[config.mk]
export PLATFORM = sky130hd
export DESIGN_NAME = sap_control_unit
export DESIGN_NICKNAME = d
export VERILOG_FILES = /design/src/rtl/sap_pkg.sv /design/src/rtl/sap_op_decode.sv /design/src/rtl/sap_control_unit.sv
export SDC_FILE = /design/constraint.sdc
export NUM_CORES = 1
export LEC_CHECK = 0
export ABC_AREA = 1
export CORE_UTILIZATION = 30
export DETAILED_ROUTE_END_ITERATION = 12
export PLACE_DENSITY = 0.66
export SLEW_MARGIN = 40
export SYNTH_ARGS = -nofsm -noshare
export SYNTH_HDL_FRONTEND = slang
export SYNTH_SLANG_ARGS = --single-unit
[constraint.sdc]
create_clock -name clk -period 1.29 [get_ports clk]
set_input_delay 0.258 -clock clk [delete_from_list [all_inputs] [get_ports clk]]
set_output_delay 0.258 -clock clk [all_outputs]
set_load 0.02 [all_outputs]
[src/rtl/sap_pkg.sv]
// Shared definitions for the SAP core sequencer:
// opcodes, FSM state codes, control-word bit positions.
package sap_pkg;

    localparam logic [7:0] OP_LDA = 8'h00;
    localparam logic [7:0] OP_STA = 8'h01;
    localparam logic [7:0] OP_ADD = 8'h02;
    localparam logic [7:0] OP_SUB = 8'h03;
    localparam logic [7:0] OP_JMP = 8'h08;
    localparam logic [7:0] OP_JZ  = 8'h09;
    localparam logic [7:0] OP_JC  = 8'h0A;
    localparam logic [7:0] OP_OUT = 8'h0B;
    localparam logic [7:0] OP_NOP = 8'h0E;
    localparam logic [7:0] OP_HLT = 8'h0F;

    typedef enum logic [3:0] {
        S_IDLE = 4'd0,
        S_F0   = 4'd1,
        S_F1   = 4'd2,
        S_F2   = 4'd3,
        S_DEC  = 4'd4,
        S_EX1  = 4'd5,
        S_EX2  = 4'd6,
        S_HALT = 4'd7
    } state_e;

    localparam int CW_MAR_LD   = 0;
    localparam int CW_MAR_SRC  = 1;
    localparam int CW_PC_INC   = 2;
    localparam int CW_PC_LD    = 3;
    localparam int CW_IR_LD    = 4;
    localparam int CW_RAM_WE   = 5;
    localparam int CW_A_LD     = 6;
    localparam int CW_A_SRC    = 7;
    localparam int CW_ALU_SUB  = 8;
    localparam int CW_FLAGS_LD = 9;
    localparam int CW_OUT_LD   = 10;
    localparam int CW_DONE     = 11;
    localparam int CW_W        = 12;

    typedef struct packed {
        logic mem_rd;
        logic mem_wr;
        logic lda;
        logic sub;
        logic branch;
        logic jmp;
        logic jz;
        logic jc;
        logic out;
        logic nop;
        logic halt;
        logic illegal;
    } op_class_t;

endpackage

[src/rtl/sap_op_decode.sv]
// Opcode classifier: maps the registered IR opcode
// onto the instruction classes the sequencer branches on.
module sap_op_decode
    import sap_pkg::*;
#(
    parameter int OPW = 8
) (
    input  logic [OPW-1:0] ir_op,
    output op_class_t      opc
);

    // one class per defined opcode, everything else is illegal
    always_comb begin
        opc = '0;
        unique case (1'b1)
            (ir_op == OPW'(OP_LDA)): begin
                opc.mem_rd = 1'b1;
                opc.lda    = 1'b1;
            end
            (ir_op == OPW'(OP_STA)): opc.mem_wr = 1'b1;
            (ir_op == OPW'(OP_ADD)): opc.mem_rd = 1'b1;
            (ir_op == OPW'(OP_SUB)): begin
                opc.mem_rd = 1'b1;
                opc.sub    = 1'b1;
            end
            (ir_op == OPW'(OP_JMP)): begin
                opc.branch = 1'b1;
                opc.jmp    = 1'b1;
            end
            (ir_op == OPW'(OP_JZ)): begin
                opc.branch = 1'b1;
                opc.jz     = 1'b1;
            end
            (ir_op == OPW'(OP_JC)): begin
                opc.branch = 1'b1;
                opc.jc     = 1'b1;
            end
            (ir_op == OPW'(OP_OUT)): opc.out  = 1'b1;
            (ir_op == OPW'(OP_NOP)): opc.nop  = 1'b1;
            (ir_op == OPW'(OP_HLT)): opc.halt = 1'b1;
            default:                 opc.illegal = 1'b1;
        endcase
    end

endmodule

[src/rtl/sap_control_unit.sv]
// SAP instruction sequencer: fetch/decode/execute FSM
// emitting one-hot datapath strobes, with run/step and sticky halt.
module sap_control_unit
    import sap_pkg::*;
#(
    parameter int OPW = 8,
    parameter int STW = 4
) (
    input  logic           clk,
    input  logic           rst,
    input  logic           run,
    input  logic           step,
    input  logic [OPW-1:0] ir_op,
    input  logic           flag_z,
    input  logic           flag_c,
    output logic           mar_ld,
    output logic           mar_src,
    output logic           pc_inc,
    output logic           pc_ld,
    output logic           ir_ld,
    output logic           ram_we,
    output logic           a_ld,
    output logic           a_src,
    output logic           alu_sub,
    output logic           flags_ld,
    output logic           out_ld,
    output logic           instr_done,
    output logic           halted,
    output logic           illegal,
    output logic [STW-1:0] state
);

    state_e          state_q, state_d;
    logic            halted_q, halted_d;
    logic            illegal_q, illegal_d;
    op_class_t       opc;
    logic [CW_W-1:0] cw;
    state_e          bnd_next;

    sap_op_decode #(.OPW(OPW)) u_dec (
        .ir_op (ir_op),
        .opc   (opc)
    );

    // where to go after the last cycle of an instruction
    always_comb begin
        bnd_next = run ? S_F0 : S_IDLE;
    end

    // next state, sticky status and strobes from current state + opcode
    always_comb begin
        state_d   = S_IDLE;
        halted_d  = halted_q;
        illegal_d = illegal_q;
        cw        = '0;
        case (state_q)
            S_IDLE: state_d = (run || step) ? S_F0 : S_IDLE;
            S_F0: begin
                cw[CW_MAR_LD] = 1'b1;
                state_d       = S_F1;
            end
            S_F1: begin
                cw[CW_PC_INC] = 1'b1;
                state_d       = S_F2;
            end
            S_F2: begin
                cw[CW_IR_LD] = 1'b1;
                state_d      = S_DEC;
            end
            S_DEC: begin
                if (opc.mem_rd || opc.mem_wr) begin
                    cw[CW_MAR_LD]  = 1'b1;
                    cw[CW_MAR_SRC] = 1'b1;
                    state_d        = S_EX1;
                end else if (opc.halt || opc.illegal) begin
                    halted_d  = 1'b1;
                    illegal_d = illegal_q | opc.illegal;
                    state_d   = S_HALT;
                end else begin
                    cw[CW_PC_LD]  = opc.jmp
                                  | (opc.jz & flag_z)
                                  | (opc.jc & flag_c);
                    cw[CW_OUT_LD] = opc.out;
                    cw[CW_DONE]   = 1'b1;
                    state_d       = bnd_next;
                end
            end
            S_EX1: begin
                if (opc.mem_wr) begin
                    cw[CW_RAM_WE] = 1'b1;
                    cw[CW_DONE]   = 1'b1;
                    state_d       = bnd_next;
                end else begin
                    state_d = S_EX2;
                end
            end
            S_EX2: begin
                cw[CW_A_LD]     = 1'b1;
                cw[CW_A_SRC]    = ~opc.lda;
                cw[CW_FLAGS_LD] = ~opc.lda;
                cw[CW_ALU_SUB]  = opc.sub;
                cw[CW_DONE]     = 1'b1;
                state_d         = bnd_next;
            end
            S_HALT: state_d = S_HALT;
            default: state_d = S_IDLE;
        endcase
    end

    // state register and sticky halt/illegal flags
    always_ff @(posedge clk) begin
        if (rst) begin
            state_q   <= S_IDLE;
            halted_q  <= 1'b0;
            illegal_q <= 1'b0;
        end else begin
            state_q   <= state_d;
            halted_q  <= halted_d;
            illegal_q <= illegal_d;
        end
    end

    assign mar_ld     = cw[CW_MAR_LD];
    assign mar_src    = cw[CW_MAR_SRC];
    assign pc_inc     = cw[CW_PC_INC];
    assign pc_ld      = cw[CW_PC_LD];
    assign ir_ld      = cw[CW_IR_LD];
    assign ram_we     = cw[CW_RAM_WE];
    assign a_ld       = cw[CW_A_LD];
    assign a_src      = cw[CW_A_SRC];
    assign alu_sub    = cw[CW_ALU_SUB];
    assign flags_ld   = cw[CW_FLAGS_LD];
    assign out_ld     = cw[CW_OUT_LD];
    assign instr_done = cw[CW_DONE];
    assign halted     = halted_q;
    assign illegal    = illegal_q;
    assign state      = STW'(state_q);

endmodule

* After elaboration in Yosys (flattened, before gate mapping)
Index checks and enable logic that the tools add are counted.
Word-level totals: bits in registers 6, bits of input ports 14, output and inout bits 18
Operators by class: equal/unequal tests 16, mux-type cells 31, bitwise logic cells 7, reduce and logical (&&, ||, !) cells 8
Operator list (number):
- 8-bit by 4-bit equality test with 1-bit output (second input constant) | 6
- 4-bit case mux with 8 select lines | 1
- 1-bit two-way mux | 21
- 4-bit by 3-bit equality test with 1-bit output (second input constant) | 4
- 8-bit by 2-bit equality test with 1-bit output (second input constant) | 2
- 10-bit OR reduction | 1
- 4-bit by 2-bit equality test with 1-bit output (second input constant) | 2
- 8-bit by 1-bit equality test with 1-bit output (second input constant) | 1
- 8-bit zero test | 1
- 4-bit two-way mux | 2
- 2-bit two-way mux | 3
- 3-bit two-way mux | 2
- 4-bit by 1-bit equality test with 1-bit output (second input constant) | 1
- 4-bit zero test | 1
- 1-bit logical OR | 3
- 1-bit bitwise OR | 3
- 1-bit case mux with 3 select lines | 1
- 3-bit AND reduction | 1
- 3-bit OR reduction | 1
- 1-bit AND | 2
- 1-bit NOT | 2
- 1-bit case mux with 2 select lines | 1

* Longest topological paths before layout
Gate-level depths: netlist of run 1.
depth in word-level cells 8, gate-level depth with buffers 8, mapped depth without buffers 8

* Cells and area by module
A second synthesis of run 1 with hierarchy kept.
Unflattened totals: cells, all modules 117, area, all modules 614.3 µm²
Modules (own cells, without submodules):
- sap_control_unit | cells an instance 73, times used 1, seq. area each 100.1 µm², area an instance 416.6 µm²
- sap_op_decode | cells an instance 44, times used 1, seq. area each 0.0 µm², area an instance 197.7 µm²

* Worst setup path after synthesis of run 1
Ideal clock, no wire load.
kind register -> output, from register state_q[1] (netlist: state[1]), to output port flags_ld, setup slack -0.479 ns, data arrival time 1.511 ns, cell stages (with the launch flop) 4, data required time 1.032 ns, cell sequence dfxtp_1 > nand3_1 > a31oi_1 > buf_4
Between the ends: word-level cells in the longest chain between the ends 2
Ends and longest elaborated chain:
- start, declared | RTL line sap_control_unit.sv:33 | state_e state_q, state_d;
- start signal, assigned | RTL line sap_control_unit.sv:117 | state_q <= state_d;
- 4-bit by 3-bit equality test with 1-bit output | RTL line sap_control_unit.sv:56 | case (state_q)
- 4-bit two-way mux | RTL line sap_control_unit.sv:56
- end, declared | RTL line sap_control_unit.sv:25 | output logic flags_ld,
Every way passes these cells.

* Worst setup path in the final report of run 1
from register state_q[0] (netlist: state[0]), to output port instr_done
Between the ends: word-level cells in the longest chain between the ends 2, elaborated cells on any way between the ends 4
Ends and longest elaborated chain:
- 4-bit by 3-bit equality test with 1-bit output | RTL line sap_control_unit.sv:56
- 1-bit case mux with 3 select lines (*) | RTL line sap_control_unit.sv:56
- end, declared | RTL line sap_control_unit.sv:27 | output logic instr_done,
Mark *: on every way between the ends. The rest lies on a longest branch, timed or not.

==> impl_metrics.tcl, run 1 <==
set metrics [dict create \
    outcome "finished with violations" \
    violations "DRC, setup timing" \
    fillers 130 \
    total_power_mw 1.57 \
    fin_hold_ws_ns 0.448 \
    max_cap_violations 0 \
    multi_input_area_um2 547 \
    h-tree-depth 1 \
    ir_drop_uv 736 \
    cp.arrival_ns 1.29 \
    core-area_um2 1730 \
    worst-setup-path-type "reg -> out" \
    timing.reg2reg.setup_slack_ns 0 \
    clkTransAtPathRegs_ns 0.05 \
    drc 2 \
    diodes 0 \
    p_int_mw 0.885 \
    place_congestion 0.848 \
    path_max_fanout 3 \
    firstDrtPassIters 8 \
    grt_remaining_overflow 0 \
    worstPathRequired_ns 1.03 \
    end_kind "output port" \
    synth-seq-area-share_pct 18.2 \
    min-delay-path-class "reg -> reg" \
    final_util_pct 79.8 \
    grt_usage_pct 21.8 \
    seqCellArea_um2 111 \
    hold_violations 0 \
    grt_pass1_wl_um 3190 \
    p_switching_mw 0.682 \
    drv_slew 0 \
    syn_inst 93 \
    tritoncts "yes" \
    layout_setup_ws_ns -0.258 \
    wirelength_um 2220 \
    final_cell_mix "buf_4 (36), buf_6 (17), nand2_1 (12), nor2_1 (11), inv_2 (9)" \
    timing.fmax_mhz 646 \
    start_kind "flip-flop" \
    leakagePower_nw 0.681 \
    seq_power_share_pct 18.8 \
    setup_viol 12 \
    p_sw_share_pct 43.5 \
    layout-drive-gt1-share_pct 69.5 \
    rsz0062_at_grt "yes" \
    clk_latency_ns 0.25 \
    dieHeight_um 44.8 \
    first_global_vias 794 \
    grt_max_degree 7 \
    comb_power_share_pct 68.9 \
    holdBufCountCts 0 \
    period_share_pct 120 \
    cts_inserted_buffers 3 \
    start_util_pct 31.9 \
    p_per_area_nw_per_um2 1140 \
    synth_top_cell_by_area "dfxtp_1" \
    yosysWarningCount 0 \
    clockRootBuffer "clkbuf_4" \
    portBuffers 30 \
    clockBufferDepth 2 \
    yosysUniqueCellTypes 26 \
    die_w_um 44.8 \
    syn_avg_cell_area_um2 5.92 \
    clock-sinks 5 \
    finalNetCount 179 \
    syn_area_um2 551 \
    placed_cells 170 \
    drt_first_iter_violations 12 \
    syn_nets 107 \
    finalCriticalPeriod_ns 1.55 \
    ys_top_cells_by_area "dfxtp_1 (18%), nand2_1 (10%), nor2_1 (10%)" \
    ant_nets 0 \
    dieArea_um2 2010 \
    rows 15 \
    wl_per_cell_um 11.8 \
    synth-seq-cells 5 \
    antenna_found_initial 0 \
    fin_cells 189 \
    final_common_cell "buf_4" \
    synth_top_area_share_pct 18.2 \
    synthToLayoutAreaGrowth_pct 150 \
    place_hpwl_um 1540 \
    avgViaCountPerCell 4.75 \
    ioPinCount 32 \
    fin_worst_skew_ns 0.00370 \
    vias 897 \
    pwr-share-clk_pct 12.3 \
]
==> kinds of logic after synthesis <==
group / synth area share (%)
compound gates: 14.3
buf+inv: 13.4
flops: 18.2
other cells: 0.681
simple gates: 53.4
==> layout make-up <==
class / count / area share [%]
sequential: 5 / 8.08
multi-input combinational: 71 / 39.7
inverter: 15 / 5.00
tap: 25 / 2.27
clock buffer: 4 / 1.91
timing repair buffer: 69 / 43.1
==> registers in the layout, indices dropped and copies added, names as in the netlist <==
name and cells:
illegal 1, state 3, halted 1
==> cells in the mapped netlist <==
cell type	count
nand2_1	15
nor2_1	15
inv_2	8
nand3_1	7
inv_1	6
nand2_2	6
dfxtp_1	5
a31oi_1	4
nor2_2	4
a21oi_1	3
nor3_1	3
buf_4	2
o21ai_0	2
a21oi_2	1
a22oi_1	1
conb_1	1
inv_4	1
nand3_2	1
nand4_1	1
nor3_2	1
nor3_4	1
nor3b_1	1
nor4_2	1
o211ai_1	1
o21ai_1	1
or2_1	1
==> critical path, cell delays in order, from the launching register on <==
cell and delay, ns:
dfxtp_4 0.36, nor2_4 0.12, nand2_2 0.09, inv_2 0.07, nand2_2 0.07, buf_4 0.15
nand3_2 0.06, buf_6 0.12
==> power groups by stage <==
| stage | clock (mW) | combinational (mW) | sequential [mW] |
|---|---|---|---|
| 2_1_floorplan | 0 | 0.353 | 0.349 |
| 3_3_place_gp | 0 | 0.827 | 0.282 |
| 3_5_place_dp | 0 | 0.847 | 0.285 |
| 4_1_cts | 0.193 | 0.910 | 0.283 |
| 5_1_grt | 0.205 | 1.14 | 0.303 |
| 6_report | 0.193 | 1.08 | 0.295 |
==> routing by layer <==
| metal | vias to the layer above | GRT usage [%] | wire (um) | share of wire [%] |
|---|---|---|---|---|
| li1 | 447 | - | - | - |
| met1 | 406 | 23.1 | 791 | 36 |
| met2 | 38 | 40.9 | 1270 | 57 |
| met3 | 6 | 4.00 | 105 | 4.7 |
| met4 | 0 | 10.9 | 57 | 2.6 |
| met5 | - | 0 | 0 | 0 |
==> through the flow <==
stage               cell area, um2  TNS (ns)  setup WS (ns)
finish                        1380     -2.32         -0.258
global route                  1380     -2.95         -0.306
CTS                           1280     -1.96         -0.328
detailed placement            1150    -11.39          -1.00
global placement              1150    -11.12         -0.975
floorplan                      649   -0.0532        -0.0406
==> worst paths after layout <==
path / cells after the start / to / from
worst min-delay path: 2 / halted$_SDFFE_PP0P_ / halted$_SDFFE_PP0P_
worst min register to register: 2 / halted$_SDFFE_PP0P_ / halted$_SDFFE_PP0P_
worst max-delay path: 7 / instr_done / state[0]$_SDFF_PP0_
worst max register to register: 8 / state[1]$_SDFF_PP0_ / state[1]$_SDFF_PP0_
==> what timing repair did <==
| action | 4_1_cts | 5_1_grt |
|---|---|---|
| gates resized for setup | 122 | 24 |
| pin swaps | 10 | 10 |
| cloned | 0 | 0 |
| endpoints found under the setup margin | 22 | 14 |
| endpoints found under the hold margin | 0 | 0 |
| buffers inserted | 9 | 7 |
No activity file was read; power rests on OpenSTA's default activity.
==> run 2: changes to the inputs <==
Settings changed: SKIP_LAST_GASP set to 1.
==> impl_metrics.tcl, run 2 (synthesis gave the netlist of run 1 again) <==
set metrics [dict create \
    finalCriticalPeriod_ns 1.55 \
    stdcell_area_um2 1380 \
    final_cell_mix "buf_4 (36), buf_6 (17), nand2_1 (12), nor2_1 (11), inv_2 (10)" \
    tritoncts "yes" \
    antenna_found_initial 0 \
    clk_latency_ns 0.24 \
    highest_layer "met4" \
    hold_violations 0 \
    ant_nets 0 \
    max_cap_violations 0 \
    r2r_cells 8 \
    placed_area_um2 1150 \
    timing.reg2reg.setup_slack_ns -0.04 \
    fin_cells 189 \
    drv_slew 0 \
    final_common_cell "buf_4" \
    crit_cells 7 \
    outcome "finished with violations" \
    crit_slowest_cell "dfxtp_4" \
    final_util_pct 79.7 \
    core-area_um2 1730 \
    grt_remaining_overflow 0 \
    vias 880 \
    wl_met3_um 105 \
    wirelength_um 2220 \
    critPathTopFamily "simple AND/OR/NAND/NOR gates" \
    fin_tns_setup_ns -2.49 \
    dieHeight_um 44.8 \
    placed_cells 170 \
    avgViaCountPerCell 4.66 \
    end_kind "output port" \
    min-delay-path-class "reg -> reg" \
    setup_viol 14 \
    ir_drop_uv 741 \
    clockRootBuffer "clkbuf_4" \
    firstDrtPassIters 9 \
    fin_hold_ws_ns 0.448 \
    portBuffers 30 \
    clockBufferDepth 2 \
    wl_met1_um 814 \
    cp_common_cell "nand2_2" \
    first_global_vias 794 \
    drt_first_iter_violations 15 \
    h-tree-depth 1 \
    place_hpwl_um 1540 \
    dp_slack_ns -1.00 \
    diodes 0 \
    crit_buf_inv 3 \
    ioPinCount 32 \
    worst-setup-path-type "reg -> out" \
    drc 0 \
    rsz0062_at_grt "yes" \
    crit_chain "nor2_4, nand2_2, inv_2, nand2_2, buf_4, nand3_2, buf_6" \
    start_util_pct 31.9 \
    period_share_pct 120 \
    whs_path_depth 2 \
    cp.arrival_ns 1.29 \
    layout-drive-gt1-share_pct 68.9 \
    total_power_mw 1.56 \
    grt_usage_pct 21.8 \
    cts_inserted_buffers 3 \
    finalNetCount 179 \
    p_per_area_nw_per_um2 1130 \
    rows 15 \
    wl_per_cell_um 11.8 \
    layout_setup_ws_ns -0.256 \
    synthToLayoutAreaGrowth_pct 150 \
    die_w_um 44.8 \
    grt_max_degree 7 \
    timing.fmax_mhz 647 \
    clkTransAtPathRegs_ns 0.05 \
    worstPathRequired_ns 1.03 \
    wl_met2_um 1260 \
    dieArea_um2 2010 \
    leakagePower_nw 0.679 \
    path_max_fanout 3 \
    clock-sinks 5 \
    place_congestion 0.848 \
    fin_worst_skew_ns 0.00140 \
    grt_pass1_wl_um 3190 \
    start_kind "flip-flop" \
    violations "setup timing" \
    crit_path_max_incr_delay_ns 0.35 \
    largest_reg_flops 3 \
]
## run 2: per-layer routing
layer,vias up,GRT usage (%)
met4,0,10.9
met2,34,40.9
met5,-,0
li1,444,-
met1,398,23.1
met3,4,4.00
## run 2: final cells by class
class / count / area, um2
clock buffers: 4 / 26.3
fillers: 130 / 350
inverters: 15 / 66.3
multi-input cells: 71 / 542
flip-flops and latches: 5 / 111
well taps: 25 / 31.3
repair buffers: 69 / 599
## run 2: worst paths after layout
kind,start,endpoint
worst max-delay path,state[0]$_SDFF_PP0_,instr_done
worst min-delay path,halted$_SDFFE_PP0P_,halted$_SDFFE_PP0P_
worst max register to register,state[1]$_SDFF_PP0_,state[0]$_SDFF_PP0_
worst min register to register,halted$_SDFFE_PP0P_,halted$_SDFFE_PP0P_
## run 2: worst reg2reg max path: cells and delay by family (launching register included)
| kind | cells | cell delay [ns] |
|---|---|---|
| buf+inv | 4 | 0.42 |
| simple gates | 2 | 0.13 |
| flops | 1 | 0.38 |
| compound gates | 2 | 0.33 |
## run 2: where the power goes
| part | switching (mW) | internal [mW] | total [mW] |
|---|---|---|---|
| clock network | 0.0733 | 0.118 | 0.191 |
| logic | 0.526 | 0.547 | 1.07 |
| registers | 0.0693 | 0.222 | 0.291 |
| total | 0.669 | 0.887 | 1.56 |
## run 2: repair_timing
action | in CTS | in global routing
endpoints found under the setup margin | 22 | 14
buffers inserted | 9 | 7
gates resized for setup | 122 | 21
hold buffers | 0 | 0
pin swaps | 10 | 8
